## config.mk

```make
export PLATFORM = sky130hd
export DESIGN_NAME = telemetry_packetizer
export DESIGN_NICKNAME = d
export VERILOG_FILES = /design/src/rtl/telemetry_pkg.sv /design/src/rtl/telemetry_frame_reg.sv /design/src/rtl/telemetry_packetizer.sv
export SDC_FILE = /design/constraint.sdc
export NUM_CORES = 2
export LEC_CHECK = 0
export ABC_AREA = 1
export CAP_MARGIN = 25
export CORE_AREA = 2 2 385 387
export DETAILED_ROUTE_END_ITERATION = 8
export DIE_AREA = 0 0 387 389
export PLACE_DENSITY = 0.72
export SLEW_MARGIN = 20
export SYNTH_ARGS = -nofsm -noshare
export SYNTH_HDL_FRONTEND = slang
export SYNTH_SLANG_ARGS = --single-unit
```

## constraint.sdc

```tcl
create_clock -name clk -period 5.53 [get_ports clk]
set_input_delay 1.659 -clock clk [delete_from_list [all_inputs] [get_ports clk]]
set_output_delay 1.659 -clock clk [all_outputs]
set_load 0.02 [all_outputs]
```

## src/rtl/telemetry_pkg.sv

```systemverilog
// Shared constants and types for the telemetry packetizer.
package telemetry_pkg;

    localparam logic [15:0] MAGIC       = 16'hA5E1;
    localparam int          N_WORDS_DEF = 24;

    // Header, sequence, N_WORDS channels, checksum.
    function automatic int pkt_len(input int n_words);
        return n_words + 3;
    endfunction

    localparam int PKT_LEN = pkt_len(N_WORDS_DEF);

    typedef enum logic [2:0] {
        IDLE,
        HDR,
        SEQ,
        DATA,
        CSUM
    } tx_state_t;

endpackage

```

## src/rtl/telemetry_frame_reg.sv

```systemverilog
// One snapshot of all channels plus its sequence number, with a valid flag.
// Used both as the pending slot and as the transmit bank.
module telemetry_frame_reg
    import telemetry_pkg::*;
#(
    parameter int N_WORDS = N_WORDS_DEF
) (
    input  logic                   clk,
    input  logic                   rst_n,
    input  logic                   load_i,
    input  logic                   clear_i,
    input  logic [32*N_WORDS-1:0]  words_i,
    input  logic [31:0]            seq_i,
    output logic [32*N_WORDS-1:0]  words_o,
    output logic [31:0]            seq_o,
    output logic                   valid_o
);

    logic [32*N_WORDS-1:0] words_q;
    logic [31:0]           seq_q;
    logic                  valid_q;

    // Load wins over clear so a slot freed and refilled in one cycle stays full.
    always_ff @(posedge clk or negedge rst_n) begin
        if (!rst_n) begin
            words_q <= '0;
            seq_q   <= '0;
            valid_q <= 1'b0;
        end else begin
            if (load_i) begin
                words_q <= words_i;
                seq_q   <= seq_i;
            end
            if (load_i) begin
                valid_q <= 1'b1;
            end else if (clear_i) begin
                valid_q <= 1'b0;
            end
        end
    end

    assign words_o = words_q;
    assign seq_o   = seq_q;
    assign valid_o = valid_q;

endmodule

```

## src/rtl/telemetry_packetizer.sv

```systemverilog
// Captures channel snapshots into a one-deep pending slot and streams each
// one out as a framed AXI4-Stream packet with a trailing XOR checksum.
//
// state | meaning
// IDLE  | no packet in flight; loads TX bank when the pending slot is full
// HDR   | presenting {MAGIC, N_WORDS}
// SEQ   | presenting the frame sequence number
// DATA  | presenting channel idx_q
// CSUM  | presenting XOR of all previous beats, tlast high
module telemetry_packetizer
    import telemetry_pkg::*;
#(
    parameter int N_WORDS = N_WORDS_DEF
) (
    input  logic                   clk,
    input  logic                   rst_n,
    input  logic                   enable_i,
    input  logic                   sample_valid_i,
    input  logic [32*N_WORDS-1:0]  samples_i,
    output logic [31:0]            m_tdata_o,
    output logic                   m_tvalid_o,
    input  logic                   m_tready_i,
    output logic                   m_tlast_o,
    output logic [15:0]            dropped_o,
    output logic                   busy_o
);

    localparam int IDX_W = (N_WORDS > 1) ? $clog2(N_WORDS) : 1;
    localparam logic [IDX_W-1:0] IDX_LAST = IDX_W'(N_WORDS - 1);

    tx_state_t              state_q, state_d;
    logic [IDX_W-1:0]       idx_q, idx_d;
    logic [31:0]            csum_q, csum_d;
    logic [31:0]            seq_q;
    logic [15:0]            dropped_q;

    logic [32*N_WORDS-1:0]  slot_words, tx_words;
    logic [31:0]            slot_seq, tx_seq;
    logic                   slot_full, tx_valid_unused;

    logic capture, slot_load, drop, tx_load, beat_hs;

    assign capture   = sample_valid_i && enable_i;
    assign tx_load   = (state_q == IDLE) && slot_full;
    assign slot_load = capture && (!slot_full || tx_load);
    assign drop      = capture && !slot_load;
    assign beat_hs   = m_tvalid_o && m_tready_i;

    telemetry_frame_reg #(.N_WORDS(N_WORDS)) u_slot (
        .clk     (clk),
        .rst_n   (rst_n),
        .load_i  (slot_load),
        .clear_i (tx_load),
        .words_i (samples_i),
        .seq_i   (seq_q),
        .words_o (slot_words),
        .seq_o   (slot_seq),
        .valid_o (slot_full)
    );

    // The TX bank is only read while state != IDLE, so its valid flag is unused.
    telemetry_frame_reg #(.N_WORDS(N_WORDS)) u_tx (
        .clk     (clk),
        .rst_n   (rst_n),
        .load_i  (tx_load),
        .clear_i (1'b0),
        .words_i (slot_words),
        .seq_i   (slot_seq),
        .words_o (tx_words),
        .seq_o   (tx_seq),
        .valid_o (tx_valid_unused)
    );

    // Sequence counts every enabled strobe, accepted or dropped; drop counter saturates.
    always_ff @(posedge clk or negedge rst_n) begin
        if (!rst_n) begin
            seq_q     <= '0;
            dropped_q <= '0;
        end else begin
            if (capture) begin
                seq_q <= seq_q + 32'd1;
            end
            if (drop && (dropped_q != 16'hFFFF)) begin
                dropped_q <= dropped_q + 16'd1;
            end
        end
    end

    // Output beat mux: driven purely from registered state so it holds during stalls.
    always_comb begin
        m_tdata_o = '0;
        case (state_q)
            HDR:     m_tdata_o = {MAGIC, 16'(N_WORDS)};
            SEQ:     m_tdata_o = tx_seq;
            DATA:    m_tdata_o = tx_words[32*int'(idx_q) +: 32];
            CSUM:    m_tdata_o = csum_q;
            default: m_tdata_o = '0;
        endcase
    end

    assign m_tvalid_o = (state_q != IDLE);
    assign m_tlast_o  = (state_q == CSUM);
    assign dropped_o  = dropped_q;
    assign busy_o     = (state_q != IDLE) || slot_full;

    // TX sequencing and checksum accumulation over accepted beats.
    always_comb begin
        state_d = state_q;
        idx_d   = idx_q;
        csum_d  = csum_q;
        case (state_q)
            IDLE: begin
                if (tx_load) begin
                    state_d = HDR;
                    idx_d   = '0;
                    csum_d  = '0;
                end
            end
            HDR: begin
                if (beat_hs) begin
                    state_d = SEQ;
                    csum_d  = csum_q ^ m_tdata_o;
                end
            end
            SEQ: begin
                if (beat_hs) begin
                    state_d = DATA;
                    idx_d   = '0;
                    csum_d  = csum_q ^ m_tdata_o;
                end
            end
            DATA: begin
                if (beat_hs) begin
                    csum_d = csum_q ^ m_tdata_o;
                    if (idx_q == IDX_LAST) begin
                        state_d = CSUM;
                    end else begin
                        idx_d = idx_q + IDX_W'(1);
                    end
                end
            end
            CSUM: begin
                if (beat_hs) begin
                    state_d = IDLE;
                end
            end
            default: state_d = IDLE;
        endcase
    end

    // TX state register.
    always_ff @(posedge clk or negedge rst_n) begin
        if (!rst_n) begin
            state_q <= IDLE;
            idx_q   <= '0;
            csum_q  <= '0;
        end else begin
            state_q <= state_d;
            idx_q   <= idx_d;
            csum_q  <= csum_d;
        end
    end

endmodule

```

### Yosys cells after proc, flatten, opt, wreduce, memory -nomap -nowiden

Index checks and enable logic that the tools add are counted.
Widths: inputs -> output; s select.

| word-level totals | value |
|---|---|
| bits in registers | 1689 |
| output and inout bits | 51 |
| word-level logic and storage cells | 66 |

| cells by class | value |
|---|---|
| add/sub/neg operators | 3 |
| equality and inequality tests | 14 |
| shifts and indexed selects | 1 |
| multiplexer cells | 18 |
| bitwise logic cells | 1 |
| reductions and logical operators | 19 |

Operators by type and width:

| operator | number |
|---|---|
| $shiftx 768x11->32 | 1 |
| $pmux 32 s4 | 1 |
| $mux 32 | 2 |
| $pmux 32 s2 | 1 |
| $add 32x1->32 const B | 1 |
| $xor 32x32->32 | 1 |
| $mux 5 | 4 |
| $mux 3 | 6 |
| $add 16x1->16 const B | 1 |
| $ne 16x16->1 const B | 1 |
| $pmux 3 s5 | 1 |
| $pmux 5 s3 | 1 |
| $ne 2x2->1 const B | 6 |
| $eq 3x2->1 const B | 2 |
| $logic_and 1x1->1 | 6 |
| $reduce_and 6->1 | 1 |
| $reduce_bool 3->1 | 2 |
| $add 5x1->5 const B | 1 |
| $eq 5x5->1 const B | 1 |
| $reduce_and 5->1 | 1 |
| $ne 2x1->1 const B | 2 |
| $reduce_bool 2->1 | 2 |
| $eq 3x1->1 const B | 1 |
| $eq 3x3->1 const B | 1 |
| 6 further kinds | 9 |

### Depth between registers and ports, before layout

| depth | value |
|---|---|
| depth in word-level cells | 7 |
| mapped depth | 16 |

### Hierarchy

From an unflattened synthesis, not the netlist that was laid out.

| unflattened totals | value |
|---|---|
| cell total of the unflattened synthesis | 9447 |
| area, all modules | 75069.5 µm² |

By module, submodules not included:

| module | times used | cells an instance | area an instance (µm²) | seq. area each (µm²) |
|---|---|---|---|---|
| telemetry_frame_reg | 2 | 3382 | 30609.4 | 20044.2 |
| telemetry_packetizer | 1 | 2683 | 13850.8 | 2202.1 |

### Worst setup path before layout

No wires, ideal clock.

| path | value |
|---|---|
| path kind | register to output |
| start point | register idx_q[0] |
| end point | output port m_tdata_o[1] |
| arrival | 1.530 ns |
| required time | 3.871 ns |
| setup slack | 2.341 ns |
| stages on the path, launching flop included | 13 |
| path buffers | 3 |
| cells stage by stage | dfrtp_1 buf_6 buf_12 buf_6 a21oi_1 o21ai_0 nand3_1 nand3_1 nand2_1 nand2_1 nand2_1 nand2_1 nand2_1 |

| on the way | value |
|---|---|
| word-level cells in the longest chain between the ends | 2 |

Ends and longest elaborated chain:

| item | line | source |
|---|---|---|
| start, declared | telemetry_packetizer.sv:32 | `logic [IDX_W-1:0] idx_q, idx_d;` |
| start signal, assigned | telemetry_packetizer.sv:159 | `idx_q <= idx_d;` |
| $shiftx 768x11->32 | telemetry_packetizer.sv:95 | `DATA: m_tdata_o = tx_words[32*int'(idx_q) +: 32];` |
| $pmux 32 s4 | telemetry_packetizer.sv:92 | `case (state_q)` |
| end, declared | telemetry_packetizer.sv:20 | `output logic [31:0] m_tdata_o,` |

No other way between the ends.

### Worst setup path after layout

| path | value |
|---|---|
| start point | register idx_q[1] |
| end point | output port m_tdata_o[21] |

Same word-level chain as after synthesis.

==> impl_metrics.tcl <==
set metrics [dict create \
    die-width_um 387 \
    rows 141 \
    worstSkewPairLatency_ns 0.82 \
    seq_area_sq_um 42300 \
    clkPwrFrac_pct 24.2 \
    sw_frac_of_total_pct 37.1 \
    crit_end "m_tdata_o[21]" \
    fin_crit_sh_pct 101 \
    firstDrtPassIters 6 \
    crit_fanout 62 \
    p_sw_mw 18.8 \
    io_pins 824 \
    fin_nets 8736 \
    internal_power_mw 31.9 \
    crit_start "idx_q[1]" \
    core-area_sq_um 147000 \
    synth.distinct_cells 39 \
    ant_nets 0 \
    critical_path_class "reg2out" \
    dp_hpwl_um 177000 \
    drtIter0Drc 5485 \
    viasPerCell 5.50 \
    die_area_sq_um 151000 \
    combPwrFrac_pct 34.4 \
    max_stage_delay_ns 0.53 \
    avgRoutedWirePerCell_um 24.4 \
    synth_top_cell_by_area "dfrtp_1" \
    gp_congestion 0.931 \
    relSlewSlack_pct 25.0 \
    synthCells 7302 \
    grt_first_pass_wirelength_um 361000 \
    final_cell_mix "nand2_1 (1867), dfrtp_1 (1686), o21ai_0 (808)" \
    netlist_top_cells_area "dfrtp_1 (58%), mux2_2 (10%), nand2_1 (9.6%)" \
    seq_area_frac_synth_pct 58.0 \
    min_period_ns 5.58 \
    fillers 12319 \
    drive_above_1_share_pct 14.1 \
    start_kind "register" \
    yosysWarningCount 0 \
    final-hold-violation-count 0 \
    dieHeight_um 389 \
    power_mw 50.6 \
    synth_fp_nets 8078 \
    htree_levels 4 \
    worst_ir_drop_vdd_mv 0.459 \
    grt.overflow.total 0 \
    clock-root-buffer "clkbuf_16" \
    vias 55284 \
    hold_ws_ns 0.462 \
    path_common_cell "nand2_1" \
    slowest_stage "dfrtp_4" \
    final_common_cell "nand2_1" \
    cts_buffer_depth 3 \
    numPortBuffers 823 \
    synth_top_area_share_pct 58.0 \
    setup-violations-final 1 \
    cts-buffers-inserted 177 \
    arrival_ns 3.92 \
    cts_tree "yes" \
    worst_pin_slew_ns 1.13 \
    r2r_slack_ns 2.30 \
    track_usage_pct 32.4 \
    max_freq_mhz 179 \
    place_ws_ns 0.839 \
    clock_skew_ns 0.0376 \
    grt_max_degree 247 \
    postCtsHoldBufs 0 \
    wl_um 245000 \
    run_status "finished with violations" \
    setup_tns_ns -0.0454 \
    antenna_found_initial 54 \
    violations "setup timing" \
    start_util_pct 49.7 \
    leakage_nw 40.6 \
    r2r_end "csum_q[21]" \
    grt_pass1_vias 55104 \
    multiInputGateArea_sq_um 25100 \
    min_path_cells 2 \
    worst_setup_path_end_kind "output pin" \
    ys_ff_latch 1689 \
    synth.avg_cell_area_sq_um 9.97 \
    powerDensity_nw_per_um2 575 \
    rsz0062_at_grt "yes" \
    clock_sinks 1689 \
    worstPathCellList "inv_6 > buf_4 > nand3_1 > nand3_1 > nand3_1 > nand2_1 > nand2_1 > nand2_1 > nand2_1 > nand2_2 > buf_4" \
    reg2reg_from "idx_q[1]" \
    syn_area_sq_um 72800 \
    min_path_type "reg2reg" \
    syn_to_final_growth_pct 21.1 \
    cap_violations 0 \
    p_seq_share_pct 41.4 \
    drv_slew 0 \
    clk_pin_slew_ns 0.06 \
    drc 0 \
    setup_slack_ns -0.0454 \
    required_ns 3.87 \
    rr_worst_depth 13 \
]
## how the worst min path moves through the flow
stage	start	endpoint	slack, ns
after global routing	u_tx.words_o[611]	u_tx.words_o[611]	0.48
after global placement	u_tx.words_o[646]	u_tx.words_o[646]	0.45
after floorplan	u_tx.words_o[193]	u_tx.words_o[193]	0.44
after CTS	u_tx.words_o[512]	u_tx.words_o[512]	0.47
final	u_slot.words_o[1]	u_tx.words_o[1]	0.46
after detailed placement	u_tx.words_o[523]	u_tx.words_o[523]	0.45
## layer usage
metal  vias to the layer above  share of wire [%]  track usage [%]
met5                         -               0.15                0
met4                        58                6.0             18.0
met3                       503                9.2             9.54
met2                      2231                 46             50.7
met1                     27637                 38             40.5
li1                      24855                  -                -
## final cells by class
class / count / share of cell area, %
Antenna cell: 17 / 0.0483
Clock buffer: 264 / 5.99
Multi-Input combinational cell: 4423 / 28.5
Clock inverter: 53 / 0.806
Sequential cell: 1689 / 48.0
Tap cell: 1930 / 2.74
Timing Repair Buffer: 928 / 10.8
Inverter: 741 / 3.19
## Yosys cell counts, drive strengths merged
| master | n |
|---|---|
| nand2 | 1901 |
| dfrtp | 1689 |
| o21ai | 811 |
| mux2 | 777 |
| inv | 739 |
| nand3 | 580 |
| buf | 320 |
| a21oi | 138 |
| clkbuf | 129 |
| nor2 | 81 |
| xor2 | 39 |
| o211ai | 38 |
| nor3 | 17 |
| a211oi | 11 |
| nand4 | 8 |
| xnor2 | 6 |
| nor4 | 5 |
| o22ai | 4 |
| ha | 3 |
| clkinv | 2 |
| o31ai | 2 |
| nand3b | 1 |
| nor3b | 1 |
## what timing repair did
item | CTS | global route
buffers inserted | 0 | 1
resized for setup | 3 | 6
pin swaps | 0 | 0
endpoints found under the hold margin | 0 | 0
endpoints found under the setup margin | 3 | 11
## registers in the layout (all words and copies together), names as in the netlist, 5 cells and up
| signal | count |
|---|---|
| csum_q | 32 |
| dropped_o | 16 |
| idx_q | 5 |
| seq_q | 32 |
| u_slot.seq_o | 32 |
| u_slot.words_o | 768 |
| u_tx.seq_o | 32 |
| u_tx.words_o | 768 |
## power by group through the flow
stage	Combinational (mW)	Sequential, mW	Clock, mW
3_5_place_dp	17.1	21.0	0
3_3_place_gp	16.8	20.8	0
6_report	17.4	21.0	12.3
5_1_grt	19.2	21.5	12.9
2_1_floorplan	11.8	20.0	0
4_1_cts	17.3	20.9	12.4
## metrics by stage
| step | instance area [sq um] | cells | utilization, % |
|---|---|---|---|
| after floorplan | 72800 | 7302 | - |
| after global placement | 82000 | 9708 | 55.9 |
| after detailed placement | 82000 | 9708 | 55.9 |
| after CTS | 88000 | 10025 | 60.0 |
| after global routing | 88100 | 10035 | 60.1 |
| final | 88100 | 10045 | 60.1 |
## cell families after synthesis
| family | synth area share [%] |
|---|---|
| flops | 58.0 |
| compound gates | 7.08 |
| xor+xnor | 0.541 |
| fa+ha+maj | 0.0516 |
| simple gates | 14.7 |
| mux | 12.0 |
| buf+inv | 7.54 |
## critical path: cells and delay by family, from the launching register on
kind                   cells  cell delay, ns
DFF                        1            0.53
and+or+nand+nor            8            1.41
buffers and inverters      3            1.08
No activity file was read; power rests on OpenSTA's default activity.
